==> src/rtl/seg_scan_capture_if.sv <==
// Bus bundle between a 7-segment display scanner and the frame capture block.
// The master drives the display lines and frame_ready; the slave (capture) returns frames.
interface seg_scan_capture_if #(
  parameter int DIGITS = 4
) ();
  logic [6:0]          seg_in;
  logic [DIGITS-1:0]   dig_en;
  logic [4*DIGITS-1:0] frame_bcd;
  logic [DIGITS-1:0]   frame_blank;
  logic [DIGITS-1:0]   frame_err;
  logic                frame_valid;
  logic                frame_ready;
  logic                overrun;
  logic                frame_abort;

  modport master (
    output seg_in, dig_en, frame_ready,
    input  frame_bcd, frame_blank, frame_err, frame_valid, overrun, frame_abort
  );

  modport slave (
    input  seg_in, dig_en, frame_ready,
    output frame_bcd, frame_blank, frame_err, frame_valid, overrun, frame_abort
  );
endinterface

==> src/rtl/seg_scan_capture.sv <==
// Captures a multiplexed 7-segment display into BCD frames: debounce each digit,
// decode it into a shadow slot, and hand complete frames out over valid/ready.
module seg_scan_capture #(
  parameter int DIGITS     = 4,
  parameter int STABLE_CNT = 4,
  parameter int TIMEOUT    = 1000
) (
  input logic clk,
  input logic rst_n,
  seg_scan_capture_if.slave bus
);

  localparam logic [7:0]  STABLE_L = 8'(STABLE_CNT);
  localparam logic [15:0] TMO_LAST = 16'(TIMEOUT - 1);

  typedef enum logic [0:0] {COLLECT = 1'b0, HOLD = 1'b1} state_t;

  // Returns {err, blank, nibble} for one segment pattern (bit6=a .. bit0=g).
  function automatic logic [5:0] decode_seg(input logic [6:0] seg);
    logic [5:0] res;
    case (seg)
      7'b1111110: res = {2'b00, 4'd0};
      7'b0110000: res = {2'b00, 4'd1};
      7'b1101101: res = {2'b00, 4'd2};
      7'b1111001: res = {2'b00, 4'd3};
      7'b0110011: res = {2'b00, 4'd4};
      7'b1011011: res = {2'b00, 4'd5};
      7'b1011111: res = {2'b00, 4'd6};
      7'b1110000: res = {2'b00, 4'd7};
      7'b1111111: res = {2'b00, 4'd8};
      7'b1111011: res = {2'b00, 4'd9};
      7'b0000000: res = {2'b01, 4'd0};
      default:    res = {2'b10, 4'hF};
    endcase
    return res;
  endfunction

  state_t                state_r;
  logic [DIGITS+6:0]     prev_r;
  logic [7:0]            cnt_r;
  logic [15:0]           tmo_r;
  logic [DIGITS-1:0]     captured_r;
  logic [4*DIGITS-1:0]   shd_bcd_r;
  logic [DIGITS-1:0]     shd_blank_r;
  logic [DIGITS-1:0]     shd_err_r;
  logic [4*DIGITS-1:0]   frame_bcd_r;
  logic [DIGITS-1:0]     frame_blank_r;
  logic [DIGITS-1:0]     frame_err_r;
  logic                  valid_r;
  logic                  overrun_r;
  logic                  abort_r;

  logic [DIGITS+6:0]     sample_s;
  logic                  onehot_s;
  logic                  same_s;
  logic [7:0]            cnt_nxt_s;
  logic                  capture_s;
  logic [5:0]            dec_s;
  logic [4*DIGITS-1:0]   shd_bcd_nxt_s;
  logic [DIGITS-1:0]     shd_blank_nxt_s;
  logic [DIGITS-1:0]     shd_err_nxt_s;
  logic [DIGITS-1:0]     cap_nxt_s;
  logic                  complete_s;
  logic                  handshake_s;
  logic                  tmo_hit_s;

  // Debounce, decode and shadow-slot update for the current sample.
  always_comb begin
    sample_s = {bus.dig_en, bus.seg_in};
    onehot_s = $onehot(bus.dig_en);
    same_s   = (sample_s == prev_r);
    if (!onehot_s) begin
      cnt_nxt_s = 8'd0;
    end else if (same_s) begin
      cnt_nxt_s = (cnt_r == STABLE_L) ? STABLE_L : cnt_r + 8'd1;
    end else begin
      cnt_nxt_s = 8'd1;
    end
    // A saturated counter on an unchanged sample is the tail of a run already captured.
    capture_s = onehot_s && (cnt_nxt_s == STABLE_L) && !(same_s && (cnt_r == STABLE_L));
    dec_s           = decode_seg(bus.seg_in);
    shd_bcd_nxt_s   = shd_bcd_r;
    shd_blank_nxt_s = shd_blank_r;
    shd_err_nxt_s   = shd_err_r;
    cap_nxt_s       = captured_r;
    for (int i = 0; i < DIGITS; i++) begin
      if (capture_s && bus.dig_en[i]) begin
        shd_bcd_nxt_s[4*i +: 4] = dec_s[3:0];
        shd_blank_nxt_s[i]      = dec_s[4];
        shd_err_nxt_s[i]        = dec_s[5];
        cap_nxt_s[i]            = 1'b1;
      end else begin
        cap_nxt_s[i] = captured_r[i];
      end
    end
    complete_s  = &cap_nxt_s;
    handshake_s = (state_r == HOLD) && bus.frame_ready;
    tmo_hit_s   = (captured_r != {DIGITS{1'b0}}) && !capture_s && (tmo_r == TMO_LAST);
  end

  // Sample history, shadow slots, timeout and the COLLECT/HOLD frame FSM.
  always_ff @(posedge clk) begin
    if (!rst_n) begin
      state_r       <= COLLECT;
      prev_r        <= {(DIGITS+7){1'b0}};
      cnt_r         <= 8'd0;
      tmo_r         <= 16'd0;
      captured_r    <= {DIGITS{1'b0}};
      shd_bcd_r     <= {(4*DIGITS){1'b0}};
      shd_blank_r   <= {DIGITS{1'b0}};
      shd_err_r     <= {DIGITS{1'b0}};
      frame_bcd_r   <= {(4*DIGITS){1'b0}};
      frame_blank_r <= {DIGITS{1'b0}};
      frame_err_r   <= {DIGITS{1'b0}};
      valid_r       <= 1'b0;
      overrun_r     <= 1'b0;
      abort_r       <= 1'b0;
    end else begin
      prev_r      <= sample_s;
      cnt_r       <= cnt_nxt_s;
      shd_bcd_r   <= shd_bcd_nxt_s;
      shd_blank_r <= shd_blank_nxt_s;
      shd_err_r   <= shd_err_nxt_s;
      overrun_r   <= 1'b0;
      abort_r     <= 1'b0;
      if (capture_s || (captured_r == {DIGITS{1'b0}})) begin
        tmo_r <= 16'd0;
      end else if (tmo_r == TMO_LAST) begin
        tmo_r <= 16'd0;
      end else begin
        tmo_r <= tmo_r + 16'd1;
      end
      if (complete_s) begin
        captured_r <= {DIGITS{1'b0}};
      end else if (tmo_hit_s) begin
        captured_r <= {DIGITS{1'b0}};
        abort_r    <= 1'b1;
      end else begin
        captured_r <= cap_nxt_s;
      end
      case (state_r)
        COLLECT: begin
          if (complete_s) begin
            frame_bcd_r   <= shd_bcd_nxt_s;
            frame_blank_r <= shd_blank_nxt_s;
            frame_err_r   <= shd_err_nxt_s;
            valid_r       <= 1'b1;
            state_r       <= HOLD;
          end else begin
            valid_r <= 1'b0;
          end
        end
        HOLD: begin
          if (complete_s && handshake_s) begin
            frame_bcd_r   <= shd_bcd_nxt_s;
            frame_blank_r <= shd_blank_nxt_s;
            frame_err_r   <= shd_err_nxt_s;
          end else if (complete_s) begin
            overrun_r <= 1'b1;
          end else if (handshake_s) begin
            valid_r <= 1'b0;
            state_r <= COLLECT;
          end else begin
            valid_r <= 1'b1;
          end
        end
        default: begin
          valid_r <= 1'b0;
          state_r <= COLLECT;
        end
      endcase
    end
  end

  assign bus.frame_bcd   = frame_bcd_r;
  assign bus.frame_blank = frame_blank_r;
  assign bus.frame_err   = frame_err_r;
  assign bus.frame_valid = valid_r;
  assign bus.overrun     = overrun_r;
  assign bus.frame_abort = abort_r;

endmodule

==> src/flat_wrapper.sv <==
// flat-port wrapper written by rule: the top's interface ports become plain ports
module seg_scan_capture_flat 
#(
  parameter int DIGITS     = 4,
  parameter int STABLE_CNT = 4,
  parameter int TIMEOUT    = 1000
)
  (clk, rst_n, bus_seg_in, bus_dig_en, bus_frame_ready, bus_frame_bcd, bus_frame_blank, bus_frame_err, bus_frame_valid, bus_overrun, bus_frame_abort);
  seg_scan_capture_if #(.DIGITS(DIGITS)) bus_i ();
  input logic clk;
  input logic rst_n;
  input wire logic [$bits(bus_i.seg_in)-1:0] bus_seg_in;
  input wire logic [$bits(bus_i.dig_en)-1:0] bus_dig_en;
  input wire logic [$bits(bus_i.frame_ready)-1:0] bus_frame_ready;
  output wire logic [$bits(bus_i.frame_bcd)-1:0] bus_frame_bcd;
  output wire logic [$bits(bus_i.frame_blank)-1:0] bus_frame_blank;
  output wire logic [$bits(bus_i.frame_err)-1:0] bus_frame_err;
  output wire logic [$bits(bus_i.frame_valid)-1:0] bus_frame_valid;
  output wire logic [$bits(bus_i.overrun)-1:0] bus_overrun;
  output wire logic [$bits(bus_i.frame_abort)-1:0] bus_frame_abort;
  assign bus_i.seg_in = bus_seg_in;
  assign bus_i.dig_en = bus_dig_en;
  assign bus_i.frame_ready = bus_frame_ready;
  assign bus_frame_bcd = bus_i.frame_bcd;
  assign bus_frame_blank = bus_i.frame_blank;
  assign bus_frame_err = bus_i.frame_err;
  assign bus_frame_valid = bus_i.frame_valid;
  assign bus_overrun = bus_i.overrun;
  assign bus_frame_abort = bus_i.frame_abort;
  seg_scan_capture #(.DIGITS(DIGITS), .STABLE_CNT(STABLE_CNT), .TIMEOUT(TIMEOUT)) u_core (.clk(clk), .rst_n(rst_n), .bus(bus_i));
endmodule
==> config.mk <==
export PLATFORM = sky130hd
export DESIGN_NAME = seg_scan_capture_flat
export DESIGN_NICKNAME = d
export VERILOG_FILES = /design/src/rtl/seg_scan_capture_if.sv /design/src/rtl/seg_scan_capture.sv /design/src/flat_wrapper.sv
export SDC_FILE = /design/constraint.sdc
export NUM_CORES = 1
export LEC_CHECK = 0
export CAP_MARGIN = 20
export CORE_AREA = 5 5 125 127
export DETAILED_ROUTE_END_ITERATION = 6
export DIE_AREA = 0 0 130 132
export HOLD_SLACK_MARGIN = 0.02
export SKIP_CTS_REPAIR_TIMING = 1
export SLEW_MARGIN = 20
export SYNTH_ARGS = -nofsm -noshare
export SYNTH_HDL_FRONTEND = slang
export SYNTH_SLANG_ARGS = --single-unit
==> constraint.sdc <==
create_clock -name clk -period 4.05 [get_ports clk]
set_input_delay 1.0125 -clock clk [delete_from_list [all_inputs] [get_ports clk]]
set_output_delay 1.0125 -clock clk [all_outputs]
set_load 0.01 [all_outputs]
**Yosys cells after proc, flatten, opt, wreduce, memory -nomap -nowiden**

Cells that the tools add are included.

- Input bits: 14
- Bits in registers: 91
- Output and inout port bits: 27
- Word-level logic and storage cells: 102

- Equality and inequality tests: 19
- Bitwise operators: 2
- $add $sub $neg: 5
- Mux-type cells: 38
- Reduce and logical (&&, ||, !) cells: 24

Operator list:

| cell | number |
|---|---|
| $pmux W6 S11 | 1 |
| $eq A7 B7 Y1 const B | 8 |
| $mux W16 | 2 |
| $mux W4 | 8 |
| $pmux W16 S2 | 1 |
| $mux W8 | 3 |
| $mux W1 | 19 |
| $add A16 B1 Y16 const B | 1 |
| $eq A16 B10 Y1 const B | 1 |
| $eq A8 B3 Y1 const B | 2 |
| $pmux W4 S2 | 2 |
| $eq A7 B6 Y1 const B | 2 |
| $eq A11 B11 Y1 | 1 |
| $logic_and A1 B1 Y1 | 11 |
| $reduce_or A3 Y1 | 3 |
| $add A8 B1 Y8 const B | 1 |
| $logic_not A7 Y1 | 1 |
| $ne A2 B2 Y1 const B | 3 |
| $add A1 B1 Y2 | 2 |
| $logic_not A4 Y1 | 1 |
| $pmux W1 S2 | 2 |
| $reduce_and A2 Y1 | 2 |
| $reduce_and A4 Y1 | 1 |
| $reduce_bool A4 Y1 | 1 |
| 7 further kinds | 9 |

**Logic depth before layout (Yosys ltp)**

Gate-level depths: netlist of the first run.

- Word-level depth: 13
- Mapped depth: 13
- Gate-level depth less buffers: 11

**Worst setup path after synthesis of the first run**

OpenSTA, ideal clock, no wires.

- Kind: input-to-reg
- From: input bus_dig_en[0]
- To: register u_core.frame_bcd_r[10] (netlist: u_core.bus.frame_bcd[10])
- Stages: 13
- Data arrival time: 3886 ps
- Buffers on the path: 2
- Required time: 3929 ps
- Path slack: 43 ps
- Setup time: 121 ps
- Cell sequence: ha_1 ha_1 fa_1 nor4bb_1 o21ai_0 o21ai_1 and3_1 and3_1 buf_6 o22ai_4 nor3_4 buf_12 mux2_4

- Longest elaborated chain between the ends: 13
- Elaborated cells on any way between the ends: 28
- Those cells by class: add/sub (2); eq/ne (5); mux (10); reduce/logical (11)

RTL lines:

| element | line | RTL |
|---|---|---|
| start, declared | flat_wrapper.sv:13 | `input wire logic [$bits(bus_i.dig_en)-1:0] bus_dig_en;` |
| $add A1 B1 Y2 (implied by the code) | seg_scan_capture.sv:70 | `onehot_s = $onehot(bus.dig_en);` |
| $add A3 B3 Y3 (implied by the code) | seg_scan_capture.sv:70 |  |
| $eq A3 B1 Y1 | seg_scan_capture.sv:70 |  |
| $mux W8 | seg_scan_capture.sv:72 | `if (!onehot_s) begin` |
| $eq A8 B3 Y1 | seg_scan_capture.sv:80 | `capture_s = onehot_s && (cnt_nxt_s == STABLE_L) && !(same_s && (cnt_r == STABLE_L));` |
| $logic_and A1 B1 Y1 (2 in a row) | seg_scan_capture.sv:80 |  |
| $logic_and A1 B1 Y1 | seg_scan_capture.sv:87 | `if (capture_s && bus.dig_en[i]) begin` |
| $mux W1 | seg_scan_capture.sv:87 |  |
| $reduce_and A4 Y1 | seg_scan_capture.sv:96 | `complete_s = &cap_nxt_s;` |
| $logic_and A1 B1 Y1 | seg_scan_capture.sv:154 | `if (complete_s && handshake_s) begin` |
| $ne A2 B2 Y1 (no line) | n/a |  |
| $reduce_and A2 Y1 (no line) | n/a |  |
| end signal, assigned | seg_scan_capture.sv:112 | `frame_bcd_r <= {(4*DIGITS){1'b0}};` |
| end signal, assigned | seg_scan_capture.sv:144 | `frame_bcd_r <= shd_bcd_nxt_s;` |
| end signal, assigned | seg_scan_capture.sv:155 | `frame_bcd_r <= shd_bcd_nxt_s;` |
| end, declared | seg_scan_capture.sv:46 | `logic [4*DIGITS-1:0] frame_bcd_r;` |

Parallel ways exist; a longest one is shown, timed or not. The select of a mux whose other input is x is not followed.
A chain may end at the register's enable or synchronous reset.

**Worst setup path after layout of the first run**

- From: input bus_dig_en[3]
- To: register u_core.frame_bcd_r[6] (netlist: u_core.bus.frame_bcd[6])

Same word-level chain as after synthesis.

==> summary.md, run 1 <==
| Metric | Value |
|---|---|
| Clk_lat worst skew | `0.34 ns` |
| Max Slew Vio Count | `0` |
| Final Cycle Share | `94.6%` |
| Setup TNS | `0 ns` |
| Final Hold Vio Count | `0` |
| Die Y-Extent | `132 um` |
| Core area | `0.0143 mm2` |
| Final WL | `9.14 mm` |
| Initial Utilization | `29.3%` |
| Pin count of the biggest net entering global routing | `29` |
| CP max stage delay | `0.49 ns` |
| Worst Hold Launch | `u_core.tmo_r[0]` |
| M2 GR Usage | `16.9%` |
| Vias in the first global route | `2,988` |
| Synth Flop Type | `dfxtp_1` |
| Worst slew pin tran | `0.889 ns` |
| Synth cell count leaders | `91 x dfxtp_1, 39 x nor2_1, 38 x and2_1` |
| Overall die width | `130 um` |
| Slew headroom | `40.6%` |
| Clock tree buffer depth | `2` |
| R2R cell count | `11` |
| Total grt overflow | `0` |
| Register area share after synthesis | `43.4%` |
| FP Rows | `44` |
| Share of cells above drive strength 1 | `18.3%` |
| Slowest-stage cell, CP | `fa_1` |
| Setup WS post-layout | `0.219 ns` |
| Die area | `0.0172 mm2` |
| CP endpoint kind | `flip-flop` |
| Number of nets in the layout | `492` |
| Post-synth top area share | `43.4%` |
| Period minus WS final | `3.83 ns` |
| GRT Max-Usage Layer | `met2` |
| Critical Path Start Type | `input pin` |
| Reg clk slew, reported paths | `0.06 ns` |
| Cell mode on critical path | `and3_4` |
| Number of diodes | `0` |
| Worst-path cell chain | `dlymetal6s2s_1, ha_1, ha_2, fa_1, nor4bb_2, nand2_1, o21ai_1, and3_4, and3_4, o22ai_4, nor3_4, buf_6, clkbuf_16, mux2_4` |
| WHS Endpoint | `u_core.tmo_r[0]` |
| Status | `complete, no violations` |
| Max-cap violations | `0` |
| PwrDens | `347 mW/mm2` |
| Netlist cell types | `47` |
| CTS Sinks | `91` |
| Post-synth ARST share | `0%` |
| Most common cell in the netlist | `dfxtp_1` |
| R2R Path Start | `u_core.cnt_r[0]` |
| F_max | `261 MHz` |
| Leak pwr | `1.89 nW` |
| # H-tree levels | `3` |
| Vias per inst | `4.50` |
| Syn avg cell area | `10.2 um2` |
| Synth Register Bits | `91` |
| Clock root cell | `clkbuf_16` |
| Vias | `2,969` |
| DR pass1 iterations | `4` |
| First-pass GRT wire length | `14.9 mm` |
| Fin util | `37.1%` |
| GR Util met3 | `3.69%` |
| IO Count | `41` |
| Total global-route track usage | `10.7%` |
| Post-synth EDFFs | `0` |
| Synth top area cells | `dfxtp_1 43%, mux2_4 7.2%, mux2i_1 5.7%` |
| Setup CP Type | `in -> reg` |
| Ys Warns | `0` |
| Reg2reg setup slack | `1.01 ns` |
| Crit-path leading delay family | `simple AND/OR/NAND/NOR gates` |
| Reg-to-reg endpoint | `u_core.bus.frame_bcd[6]` |
| Pre-CTS setup slack | `-0.492 ns` |
| CTS tree | `built` |
| CP required | `4.27 ns` |
| Iter 0 DRT Violations | `144` |
| Worst EP arrival | `4.06 ns` |
| Hold WC Path Type | `reg -> reg` |
| Final Wtd Congestion | `0.816` |
| Synth Instances | `411` |
| Detailed placement HPWL | `6.12 mm` |
| Critical path buffers and inverters | `3` |
| Syn-to-layout area delta | `26.8%` |
| WHS Path Cells | `1` |
| Worst-path fanout max | `6` |
| Mapped Area | `0.00419 mm2` |
| Worst vdd ir | `0.202 mV` |
| Largest area contributor in the netlist | `dfxtp_1` |
| Routed Antenna Nets | `0` |
| Final setup viols | `0` |
| Final clock skew | `0.00482 ns` |
| GR Layer Usage met1 | `13.5%` |
| Residual DRC count | `0` |
| Initial antenna violation count | `0` |
| WL/cell | `13.8 um` |
| Syn Nets | `432` |
| Num CTS Buffers | `9` |
| RSZ-0062 raised after global routing | `no` |
| PortBufs | `40` |
-- sequential cells by signal, indices dropped and copies added (netlist names) --
name	flops
u_core.bus.frame_abort	1
u_core.bus.frame_bcd	16
u_core.bus.frame_blank	4
u_core.bus.frame_err	4
u_core.bus.frame_valid	1
u_core.bus.overrun	1
u_core.captured_r	4
u_core.cnt_r	8
u_core.prev_r	11
u_core.shd_bcd_r	16
u_core.shd_blank_r	4
u_core.shd_err_r	4
u_core.state_r	1
u_core.tmo_r	16
-- worst max-delay path by stage --
stage          cells after the start                  endpoint     startpoint  slack, ns
2_1_floorplan                     13  u_core.bus.frame_bcd[10]  bus_dig_en[0]       0.04
3_3_place_gp                      13   u_core.bus.frame_bcd[0]  bus_dig_en[3]      -0.41
3_5_place_dp                      13   u_core.bus.frame_bcd[0]  bus_dig_en[0]      -0.49
4_1_cts                           13   u_core.bus.frame_bcd[3]  bus_dig_en[0]      -0.15
5_1_grt                           14   u_core.bus.frame_bcd[0]  bus_dig_en[3]       0.15
6_report                          14   u_core.bus.frame_bcd[6]  bus_dig_en[3]       0.22
-- stage by stage --
| stage | hold WS [ns] | cell area [um2] | power (W) | instances |
|---|---|---|---|---|
| after floorplan | 0.418 | 4190 | 0.000986 | 411 |
| after global placement | 0.430 | 4870 | 0.00103 | 636 |
| after detailed placement | 0.437 | 4870 | 0.00103 | 636 |
| after CTS | 0.446 | 5160 | 0.00186 | 652 |
| after global routing | 0.482 | 5320 | 0.00192 | 660 |
| final | 0.444 | 5320 | 0.00184 | 660 |
-- layer usage --
| metal | wire length (um) | vias up |
|---|---|---|
| li1 | - | 1526 |
| met1 | 4240 | 1372 |
| met2 | 4390 | 59 |
| met3 | 383 | 12 |
| met4 | 123 | 0 |
| met5 | 0 | - |
-- kinds of logic after synthesis --
family	synth area share (%)
XOR/XNOR	6.68
multiplexers	14.0
adder cells (fa/ha/maj)	2.27
AND/OR/NAND/NOR	24.2
buffers and inverters	4.71
AO/OA/AOI/OAI	4.74
flip-flops	43.4
-- where the power goes --
part           internal (W)  switching [W]
Sequential         0.000902     0.00000462
Combinational     0.0000573      0.0000505
Clock              0.000494       0.000336
Total               0.00145       0.000391
-- layout make-up --
type	instances	area [um2]
timing repair buffer	73	733
fill	1420	9000
sequential	91	1820
multi-input combinational	289	2210
clock inverter	4	50.0
clock buffer	12	246
tap	184	230
inverter	7	26.3
-- cell usage in the layout (no fill, tap or decap), types with 5 or more instances in the layout --
cell	count
xnor2_1	23
and3_1	5
nand2_1	16
inv_1	7
nand4_1	11
ha_1	5
clkbuf_16	11
nand3_1	11
mux2i_1	24
dfxtp_1	91
xor2_1	9
nor4_1	6
buf_4	26
and2_1	38
mux2_4	20
nor2b_1	24
clkdlybuf4s50_1	36
and3_4	5
nor2_1	39
(Power assumes the default switching activity.)
==> run 2: changes to the inputs <==
--- a/config.mk
+++ b/config.mk
@@ -7,6 +7,7 @@
 export LEC_CHECK = 0
 export CAP_MARGIN = 20
 export CORE_AREA = 5 5 125 127
+export CTS_CLUSTER_SIZE = 28
 export DETAILED_ROUTE_END_ITERATION = 6
 export DIE_AREA = 0 0 130 132
 export HOLD_SLACK_MARGIN = 0.02
==> results of run 2 <==
The final DEF is identical to that of run 1; final timing and power are the same.
